==> src/rtl/wfunc_pkg.sv <==
// Shared types and constants for the windowing datapath.
// Complex sample layouts, lane component indices and saturation limits.
package wfunc_pkg;

  localparam int RE = 0;
  localparam int IM = 1;

  localparam logic signed [15:0] SAT_MAX = 16'sh7FFF;
  localparam logic signed [15:0] SAT_MIN = 16'sh8000;

  localparam logic [4:0] SHIFT_LIM = 5'd16;

  typedef struct packed {
    logic signed [15:0] im;
    logic signed [15:0] re;
  } complex32;

  typedef struct packed {
    logic signed [31:0] im;
    logic signed [31:0] re;
  } complex64;

  function automatic logic [4:0] clamp_shift(input logic [4:0] s);
    return (s > SHIFT_LIM) ? SHIFT_LIM : s;
  endfunction

endpackage

==> src/rtl/win_scaler_rnd_sat.sv <==
// One 32-to-16 round/shift/saturate slice.
// Stage 1 registers the rounded, shifted value; stage 2 saturates it.
module rnd_sat
  import wfunc_pkg::*;
(
  input  logic        clk,
  input  logic        rst_n,
  input  logic        en,
  input  logic [31:0] x,
  input  logic [4:0]  sh,
  output logic [15:0] y,
  output logic        sat
);

  localparam logic signed [32:0] HI = 33'sd32767;
  localparam logic signed [32:0] LO = -33'sd32768;

  logic signed [32:0] xs;
  logic signed [32:0] rnd;
  logic signed [32:0] sum;
  logic signed [32:0] s1;
  logic               hi;
  logic               lo;

  // 33 bits leave headroom so the rounding add cannot wrap
  always_comb begin
    xs  = {x[31], x};
    rnd = '0;
    if (sh != 5'd0)
      rnd = 33'sd1 <<< (sh - 5'd1);
    sum = (xs + rnd) >>> sh;
  end

  assign hi = (s1 > HI);
  assign lo = (s1 < LO);

  always_ff @(posedge clk or negedge rst_n) begin
    if (!rst_n) begin
      s1  <= '0;
      y   <= '0;
      sat <= 1'b0;
    end else if (en) begin
      s1  <= sum;
      sat <= hi | lo;
      unique case (1'b1)
        hi:      y <= SAT_MAX;
        lo:      y <= SAT_MIN;
        default: y <= s1[15:0];
      endcase
    end
  end

endmodule

==> src/rtl/win_scaler.sv <==
// Window product scaler: rounds, shifts and saturates 32-bit lanes to 16 bits.
// Holds the APB registers, packet beat counter and stream handshake.
module win_scaler
  import wfunc_pkg::*;
#(
  parameter int FFT_SIZE = 8192,
  parameter int BUS_NUM  = 2,
  parameter int APB_AW   = 3
) (
  input  logic                           clk,
  input  logic                           rst_n,
  input  logic                           in_tvalid,
  output logic                           in_tready,
  input  logic                           in_tlast,
  input  logic [BUS_NUM-1:0][1:0][31:0]  in_tdata,
  output logic                           out_tvalid,
  input  logic                           out_tready,
  output logic                           out_tlast,
  output logic [BUS_NUM-1:0][1:0][15:0]  out_tdata,
  input  logic                           psel,
  input  logic                           penable,
  input  logic                           pwrite,
  input  logic [APB_AW-1:0]              paddr,
  input  logic [31:0]                    pwdata,
  output logic [31:0]                    prdata
);

  localparam int N  = FFT_SIZE / BUS_NUM;
  localparam int CW = (N > 1) ? $clog2(N) : 1;
  localparam logic [CW-1:0] LAST_BEAT = CW'(N - 1);

  logic                   en;
  logic                   in_fire;
  logic                   out_fire;
  logic                   flush_pulse;
  logic                   ctrl_wr;
  logic                   clr;
  logic [4:0]             shift;
  logic [4:0]             act_sh;
  logic [4:0]             cur_sh;
  logic [CW-1:0]          cnt;
  logic                   at_last;
  logic                   len_set;
  logic [15:0]            sat_cnt;
  logic                   len_err;
  logic                   busy;
  logic                   v1;
  logic                   last1;
  logic [2*BUS_NUM-1:0]   sat_vec;
  logic                   any_sat;
  logic                   unused;

  assign en        = out_tready | ~out_tvalid;
  assign in_tready = en & ~flush_pulse;
  assign in_fire   = in_tvalid & in_tready;
  assign out_fire  = out_tvalid & out_tready;

  assign ctrl_wr = psel & ~penable & pwrite & ~paddr[2];
  assign clr     = ctrl_wr & pwdata[8];

  assign at_last = (cnt == LAST_BEAT);
  assign busy    = (cnt != '0);
  assign any_sat = |sat_vec;

  // beat 0 picks up a fresh shift; the rest of the packet reuses it
  assign cur_sh = (cnt == '0) ? clamp_shift(shift) : act_sh;

  assign len_set = in_fire & (in_tlast ^ at_last);

  assign prdata = paddr[2]
    ? {14'd0, busy, len_err, sat_cnt}
    : {27'd0, shift};

  assign unused = ^{pwdata, paddr};

  always_ff @(posedge clk or negedge rst_n) begin
    if (!rst_n) begin
      shift       <= '0;
      flush_pulse <= 1'b0;
    end else begin
      flush_pulse <= ctrl_wr & pwdata[16];
      if (ctrl_wr)
        shift <= pwdata[4:0];
    end
  end

  always_ff @(posedge clk or negedge rst_n) begin
    if (!rst_n) begin
      sat_cnt <= '0;
      len_err <= 1'b0;
    end else if (clr) begin
      sat_cnt <= '0;
      len_err <= 1'b0;
    end else begin
      if (out_fire && any_sat && sat_cnt != 16'hFFFF)
        sat_cnt <= sat_cnt + 16'd1;
      if (len_set)
        len_err <= 1'b1;
    end
  end

  // an early in_tlast resyncs the counter so the next beat starts a packet
  always_ff @(posedge clk or negedge rst_n) begin
    if (!rst_n) begin
      cnt    <= '0;
      act_sh <= '0;
    end else if (flush_pulse) begin
      cnt <= '0;
    end else if (in_fire) begin
      if (cnt == '0)
        act_sh <= cur_sh;
      if (in_tlast || at_last)
        cnt <= '0;
      else
        cnt <= cnt + CW'(1);
    end
  end

  always_ff @(posedge clk or negedge rst_n) begin
    if (!rst_n) begin
      v1         <= 1'b0;
      last1      <= 1'b0;
      out_tvalid <= 1'b0;
      out_tlast  <= 1'b0;
    end else if (flush_pulse) begin
      v1         <= 1'b0;
      last1      <= 1'b0;
      out_tvalid <= 1'b0;
      out_tlast  <= 1'b0;
    end else if (en) begin
      v1         <= in_fire;
      last1      <= in_fire & at_last;
      out_tvalid <= v1;
      out_tlast  <= v1 & last1;
    end
  end

  for (genvar l = 0; l < BUS_NUM; l++) begin : g_lane
    for (genvar c = 0; c < 2; c++) begin : g_comp
      rnd_sat u_rs (
        .clk   (clk),
        .rst_n (rst_n),
        .en    (en),
        .x     (in_tdata[l][c]),
        .sh    (cur_sh),
        .y     (out_tdata[l][c]),
        .sat   (sat_vec[2*l+c])
      );
    end
  end

endmodule

==> config.mk <==
export PLATFORM = sky130hd
export DESIGN_NAME = win_scaler
export DESIGN_NICKNAME = d
export VERILOG_FILES = /design/src/rtl/wfunc_pkg.sv /design/src/rtl/win_scaler_rnd_sat.sv /design/src/rtl/win_scaler.sv
export SDC_FILE = /design/constraint.sdc
export NUM_CORES = 1
export LEC_CHECK = 0
export ABC_AREA = 1
export CORE_UTILIZATION = 35
export DETAILED_ROUTE_END_ITERATION = 12
export PLACE_DENSITY = 0.6
export SLEW_MARGIN = 25
export SYNTH_ARGS = -nofsm -noshare
export SYNTH_HDL_FRONTEND = slang
export SYNTH_HIERARCHICAL = 1
export SYNTH_SLANG_ARGS = --single-unit
==> constraint.sdc <==
create_clock -name clk -period 12.03 [get_ports clk]
set_input_delay 2.406 -clock clk [delete_from_list [all_inputs] [get_ports clk]]
set_output_delay 2.406 -clock clk [all_outputs]
set_load 0.02 [all_outputs]
==> metrics.csv, run 1 <==
stage,metric,value,unit
outcome,outcome,"complete, no violations",
timing,fin crit period,6694,ps
timing,TNS Setup,0,ps
pwr,Pwr per Cell Area,207.3,nW/um2
route,DRT Pass-1 Iters,6,
synthesis,sequential-to-total area share from yosys stat,20.79,%
clock_network,H-tree lvl count,1,
die,Die Wd,291.7,um
synthesis,mux contribution to synthesized area,0,%
synthesis,Post-synth ARST share,100.0,%
finish,Post-Layout Cell Count,6445,
timing,Clock Skew,10.30,ps
route,metal2 WL,47940,um
route,DR vias,32692,
route,DR WL/cell,15.94,um
global_route,initial antenna violation count,0,
clock_network,Post-CTS Repair Setup Buffers,0,
clock_network,Root Buffer,clkbuf_16,
die,Initial Util,35.60,%
critical_path,"Max FO, Critical Path",24,
timing,Setup-failing EPs final,0,
synthesis,Netlist cell types,46,
synthesis,Synth Area in Adders,5.896,%
global_route,GRT Total Usage,23.78,%
clock_network,Clock Sinks,244,
route,ANT nets after route,0,
route,Post-Route WL,102700,um
clock_network,CTS tree,yes,
finish,layout net count,5662,
clock_network,# resized after CTS,0,
placed_design,Setup WS pre-CTS,5344,ps
finish,layout cells sized above 1,5.433,%
die,Die Y,291.7,um
run,Max Cap Viol,0,
critical_path,Critical Path Source,paddr[2],
synthesis,combinational family with the most area after synthesis,simple AND/OR/NAND/NOR gates,
timing,RSZ-0062 raised after global routing,no,
timing,Final period util,55.65,%
die,Core Rows,105,
timing,Fin Hold WS,480.8,ps
critical_path,Reg2Reg Capture Point,g_lane[0].g_comp[0].u_rs/s1[14],
placed_design,RePlAce Congestion,0.9538,
synthesis,top-count cell post-synth,nand2_1,
timing,Fmax,0.1494,GHz
timing,worst relative slew slack,30.81,%
critical_path,critical path start-end classification,input pin to output pin,
finish,post-route cell area,33370,um2
placed_design,Port-buffer cells,228,
critical_path,Worst Setup EP,prdata[17],
critical_path,"most used cell, CP",clkdlybuf4s50_1,
critical_path,Worst path slowest cell,clkdlybuf4s50_1,
critical_path,CP arrival,4290,ps
clock_network,worst skew pair latency,550,ps
global_route,Overflow after GRT,0,
placed_design,hpwl dp,82080,um
pwr,maximum vdd drop,0.1198,mV
critical_path,Setup crit end kind,output pin,
critical_path,reg2reg setup slack,5760,ps
synthesis,main area contributors after synthesis,"nand2_1, dfrtp_1, nand3_1",
route,initial detailed-routing violation count,2535,
synthesis,xor/xnor share of the synthesized area,1.252,%
synthesis,area fraction of the dominant cell type after synthesis,24.97,%
clock_network,Clock Path Buffers,3,
global_route,first-pass GRT wire length,163900,um
finish,Layout Area Growth over Synthesis,13.62,%
timing,Pins Over Slew Limit,0,
global_route,largest net degree at the start of global routing,161,
synthesis,synth cell count leaders,"nand2_1, nand3_1, inv_1",
critical_path,FF-to-FF path depth,34,
critical_path,CP top delay family,buffers and inverters,
critical_path,Critical Path Source Type,input pin,
critical_path,Reg-to-Reg Start,cnt[0],
synthesis,Synth area leader,nand2_1,
critical_path,Worst path max stage delay,980,ps
timing,Least-Margin Pin Slew,1038,ps
pwr,Pleak,0.01808,uW
critical_path,critical-path cell list,"clkdlybuf4s50_1, a21boi_0, clkdlybuf4s50_1",
die,core outline area,82500,um2
min_path,Hold Path Class,register to register,
clock_network,TritonCTS Buffers,26,
synthesis,YS warnings,6,
route,DRT met1 WL,47510,um
synthesis,syn avg cell area,5.584,um2
placed_design,placed cell count,6397,
synthesis,Synth Area in Simple Gates,51.69,%
global_route,vias in the first global route,31030,
route,drt via density,5.072,
synthesis,top_reg_cell synth,dfrtp_1,
route,met3 WL,4857,um
route,uppermost routed layer,met4,
route,# DRC,0,
synthesis,Yosys reg bits,244,
finish,Antenna Cells,0,
clock_network,hold buffer count at CTS,0,
die,die area,85080,um2
timing,worst setup margin,5336,ps
clock_network,Clock Pin Slew Worst Setup and Hold Paths,60,ps
critical_path,critical path buffer and inverter count,2,
critical_path,critical path depth,3,
synthesis,Syn Inst Count,5260,
timing,Final Hold Viols,0,
synthesis,Post-Synthesis Cell Area,29370,um2
die,I/O Pins,270,
placed_design,DP Area,32370,um2
critical_path,"Req. time, crit path",9620,ps
synthesis,Post-synth EDFFs,0,
synthesis,post-synthesis compound-gate area fraction,7.915,%
==> cells in the final DEF (no fill, tap or decap), types with 23 or more instances in the layout <==
master,count
xor2_1,30
or2_2,23
nor2_1,465
a21oi_1,130
inv_1,645
nand2_1,1950
clkbuf_16,27
o211ai_1,24
clkdlybuf4s50_1,227
ha_1,132
nand3_1,823
o21ai_1,25
o21ai_0,139
dfrtp_1,244
nor3_1,30
nand2_2,49
clkinv_1,24
nand4_1,62
a22oi_1,32
inv_2,41
buf_4,27
==> metal layers <==
metal / GRT usage [%] / vias up
met5: 0 / -
met4: 5.546 / 0
met3: 2.459 / 135
met2: 40.78 / 781
met1: 31.88 / 14944
li1: - / 16832
==> cells by family (layout without fill, tap and decap cells) <==
kind of cell | Yosys count | in the layout
xor gates and xnor gates | 42 | 42
and+or+nand+nor | 3515 | 3515
DFF | 244 | 244
other | 5 | 18
buffers and inverters | 913 | 1015
AOI/OAI and AO/OA | 405 | 405
adders and majority gates | 136 | 136
==> metrics by stage <==
| step | total power [uW] | util, % |
|---|---|---|
| after floorplan | 4618 | - |
| after global placement | 5938 | 39.23 |
| after detailed placement | 5955 | 39.23 |
| after CTS | 6920 | 40.44 |
| after global routing | 7577 | 40.45 |
| final | 6917 | 40.45 |
==> sequential cells by signal (all words and copies together), names as in the netlist <==
register                count
cnt                        12
out_tlast                   1
act_sh                      5
last1                       1
shift                       5
sat_cnt                    16
v1                          1
g_lane.g_comp.u_rs/sat      4
g_lane.g_comp.u_rs/s1     132
out_tvalid                  1
g_lane.g_comp.u_rs/y       64
len_err                     1
flush_pulse                 1
==> power by group <==
part           internal [uW]  total (uW)  switching [uW]
Combinational           1450        4600            3150
Sequential              1160        1380             223
Clock                    580         932             352
Total                   3200        6920            3720
==> tightest hold or removal path, delay by kind of cell, from the launching register on <==
kind             cells  cell delay [ps]
DFF                  1              340
and+or+nand+nor      2              100
==> cell type report <==
cell class,count,area (um2)
Clock buffer,32,724.4
Clock inverter,16,275.3
Fill cell,9278,49130
Inverter,710,2665
Multi-Input combinational cell,4116,19730
Sequential cell,244,6106
Tap cell,1070,1339
Timing Repair Buffer,257,2530
==> worst min-delay path by stage <==
stage	from	endpoint	slack, ps	cells after the start
6_report	act_sh[0]	act_sh[0]	480	2
5_1_grt	g_lane[0].g_comp[0].u_rs/y[10]	g_lane[0].g_comp[0].u_rs/y[10]	500	2
4_1_cts	act_sh[0]	act_sh[0]	480	2
3_5_place_dp	act_sh[0]	act_sh[0]	470	2
3_3_place_gp	g_lane[1].g_comp[0].u_rs/y[9]	g_lane[1].g_comp[0].u_rs/y[9]	470	2
2_1_floorplan	act_sh[0]	act_sh[0]	450	2
(Power assumes the default switching activity.)
==> run 2, diff against run 1 <==
- clock period: 12.03 -> 6.8 ns (I/O delays scaled with it)
==> run 2 against run 1 <==
Net effect:
- design area grew 0.28%
- sequential power grew 76%
- clock power grew 75%
- largest cell class unchanged
- highest routed layer unchanged
- first-iteration DRC count grew 9.1%
- sequential share of layout area shrank 0.051 points
- final cell count grew 0.17%
- clock skew grew 25 ps
- non-clock buffer count grew 9
- critical path depth grew 26
- wire length shrank 0.50%
==> metrics.csv, run 2 (synthesized netlist as in run 1, its figures left out) <==
stage,metric,value,unit,change
outcome,outcome,"complete, no violations",,unchanged
die,die area,85080,um2,unchanged
finish,Largest Register,g_lane.g_comp.u_rs/s1,,unchanged
clock_network,Root Buffer,clkbuf_16,,unchanged
timing,TNS Setup,0,ps,unchanged
pwr,Switching Share,53.76,%,was 53.81%
die,Core Rows,105,,unchanged
timing,Final period util,82.62,%,
critical_path,"Req. time, crit path",7250,ps,was 9620 ps
critical_path,Worst path slowest cell,fa_1,,was clkdlybuf4s50_1
critical_path,Worst path max stage delay,470,ps,was 980 ps
clock_network,TritonCTS Buffers,27,,was 26
pwr,Pwr per Cell Area,365.1,nW/um2,was 207.3 nW/um2
clock_network,Post-CTS Repair Setup Buffers,0,,unchanged
route,metal2 WL,47040,um,was 47940 um
finish,biggest regs,"g_lane.g_comp.u_rs/s1: 132 flops, g_lane.g_comp.u_rs/y: 64 flops, sat_cnt: 16 flops",,unchanged
route,DRT Pass-1 Iters,5,,was 6
timing,Setup-failing EPs final,0,,unchanged
global_route,GRT Total Usage,23.74,%,was 23.78%
route,uppermost routed layer,met4,,unchanged
route,# DRC,0,,unchanged
timing,Pins Over Slew Limit,0,,unchanged
timing,worst relative slew slack,38.26,%,was 30.81%
critical_path,Setup crit end kind,register,,was output pin
critical_path,Reg-to-Reg Start,cnt[0],,unchanged
global_route,largest net degree at the start of global routing,181,,was 161
pwr,Pleak,0.01815,uW,was 0.01808 uW
critical_path,Critical Path Source Type,register,,was input pin
clock_network,H-tree lvl count,1,,unchanged
pwr,Psw,6569,uW,was 3722 uW
critical_path,Critical Path Source,cnt[0],,was paddr[2]
clock_network,Clock Pin Slew Worst Setup and Hold Paths,60,ps,about the same
clock_network,# resized after CTS,0,,unchanged
pwr,Reg power frac,19.9,%,was 20.0%
global_route,initial antenna violation count,0,,unchanged
critical_path,CP arrival,6070,ps,was 4290 ps
route,initial detailed-routing violation count,2766,,was 2535
timing,Fmax,0.1780,GHz,
finish,layout net count,5672,,was 5662
critical_path,reg2reg setup slack,1180,ps,was 5760 ps
min_path,worst hold stages,2,,unchanged
timing,Clock Skew,35.70,ps,was 10.30 ps
clock_network,CTS tree,yes,,unchanged
finish,"commonest non-fill, non-tap cell in the layout",nand2_1,,unchanged
pwr,Pint,5650,uW,was 3195 uW
global_route,first-pass GRT wire length,163900,um,about the same
placed_design,RePlAce Congestion,0.9635,,was 0.9538
min_path,Hold Path Class,register to register,,unchanged
timing,Least-Margin Pin Slew,926.2,ps,was 1038 ps
finish,Layout Area Growth over Synthesis,13.94,%,was 13.62%
critical_path,"Max FO, Critical Path",46,,was 24
clock_network,Clock Path Buffers,3,,unchanged
global_route,vias in the first global route,31228,,was 31.03k
route,DRT met1 WL,46740,um,was 47510 um
finish,layout cells sized above 1,5.644,%,was 5.433%
route,DR vias,32824,,was 32.69k
die,core outline area,82500,um2,unchanged
run,Max Cap Viol,0,,unchanged
route,DR WL/cell,15.83,um,was 15.94 um
die,Die Wd,291.7,um,unchanged
route,ANT nets after route,0,,unchanged
finish,Antenna Cells,0,,unchanged
finish,Layout fillers,9236,,was 9278
min_path,min-delay src,act_sh[1],,was act_sh[0]
die,Die Y,291.7,um,unchanged
route,met3 WL,5602,um,was 4857 um
pwr,Comb power frac,66.7,%,was 66.5%
die,Initial Util,35.60,%,unchanged
finish,max reg flops,132,,unchanged
timing,RSZ-0062 raised after global routing,no,,unchanged
timing,Final Hold Viols,0,,unchanged
clock_network,worst skew pair latency,570,ps,was 550 ps
clock_network,Clock Sinks,244,,unchanged
critical_path,Reg2Reg Capture Point,g_lane[1].g_comp[1].u_rs/s1[12],,was g_lane[0].g_comp[0].u_rs/s1[14]
finish,Post-Route Utilization,40.56,%,was 40.45%
clock_network,hold buffer count at CTS,0,,unchanged
min_path,Worst Hold End,act_sh[1],,was act_sh[0]
route,Post-Route WL,102200,um,was 102700 um
pwr,maximum vdd drop,0.2152,mV,was 0.1198 mV
die,I/O Pins,270,,unchanged
placed_design,hpwl dp,81610,um,was 82080 um
global_route,Overflow after GRT,0,,unchanged
critical_path,FF-to-FF path depth,29,,was 34
route,drt via density,5.084,,was 5.072
critical_path,critical path start-end classification,register to register,,was input pin to output pin
pwr,clock power share,13.3,%,was 13.5%
timing,fin crit period,5618,ps,
critical_path,"most used cell, CP",nand3_1,,was clkdlybuf4s50_1
finish,most frequent cells in the layout,"nand2_1, nand3_1, inv_1",,unchanged
placed_design,Port-buffer cells,228,,unchanged
[run 2: cell types whose count changed in the layout (fill, tap and decap cells not counted), sizes merged]
| cell | previous run | this run |
|---|---|---|
| clkinvlp | 2 | 0 |
| clkinv | 31 | 33 |
| buf | 30 | 39 |
| bufinv | 7 | 5 |
| inv | 686 | 688 |
| clkbuf | 32 | 34 |
[run 2: critical path: cells and delay by family, from the launching register on]
kind	cells	cell delay, ps
AND/OR/NAND/NOR	18	2590
buffers and inverters	6	1020
adder cells (fa/ha/maj)	3	860
flip-flops	1	420
AO/OA/AOI/OAI	1	290
XOR/XNOR	1	260
[run 2: worst max-delay path by stage]
stage	to	cells past startpoint
3_3_place_gp	g_lane[1].g_comp[1].u_rs/s1[12]	29
3_5_place_dp	g_lane[0].g_comp[0].u_rs/s1[26]	28
5_1_grt	g_lane[1].g_comp[1].u_rs/s1[25]	34
4_1_cts	g_lane[0].g_comp[1].u_rs/s1[14]	29
6_report	g_lane[1].g_comp[1].u_rs/s1[12]	29
2_1_floorplan	g_lane[0].g_comp[1].u_rs/s1[14]	37
[run 2: final cells by class]
class | count | area (um2) | share of cell area [%]
Multi-Input combinational cell | 4116 | 19730 | 58.97
Sequential cell | 244 | 6106 | 18.25
Inverter | 710 | 2665 | 7.964
Timing Repair Buffer | 266 | 2630 | 7.859
Tap cell | 1070 | 1339 | 4.000
Clock buffer | 34 | 762.0 | 2.277
Clock inverter | 16 | 230.2 | 0.6879
[run 2: layer usage]
layer | global-route usage, % | vias up
met5 | 0 | -
li1 | - | 16885
met1 | 31.85 | 14941
met4 | 6.380 | 0
met2 | 39.95 | 846
met3 | 2.923 | 152
[run 2: power by group through the flow]
stage          Combinational (uW)  Clock (uW)  Sequential [uW]
2_1_floorplan                5670           0             2500
3_3_place_gp                 8060           0             2450
3_5_place_dp                 8100           0             2450
4_1_cts                      8130        1680             2440
5_1_grt                      9140        1730             2510
6_report                     8160        1630             2430
[run 2: metrics by stage]
step / setup WS [ps] / instances / power [uW] / hold WS, ps / cell area, um2
6_report: 1182 / 6456 / 12220 / 477.1 / 33470
5_1_grt: 580.9 / 6456 / 13390 / 495.2 / 33470
4_1_cts: 1216 / 6455 / 12240 / 483.1 / 33430
3_5_place_dp: 1220 / 6405 / 10550 / 465.9 / 32440
3_3_place_gp: 1257 / 6405 / 10510 / 465.3 / 32440
2_1_floorplan: 2450 / 5273 / 8170 / 449.3 / 29420
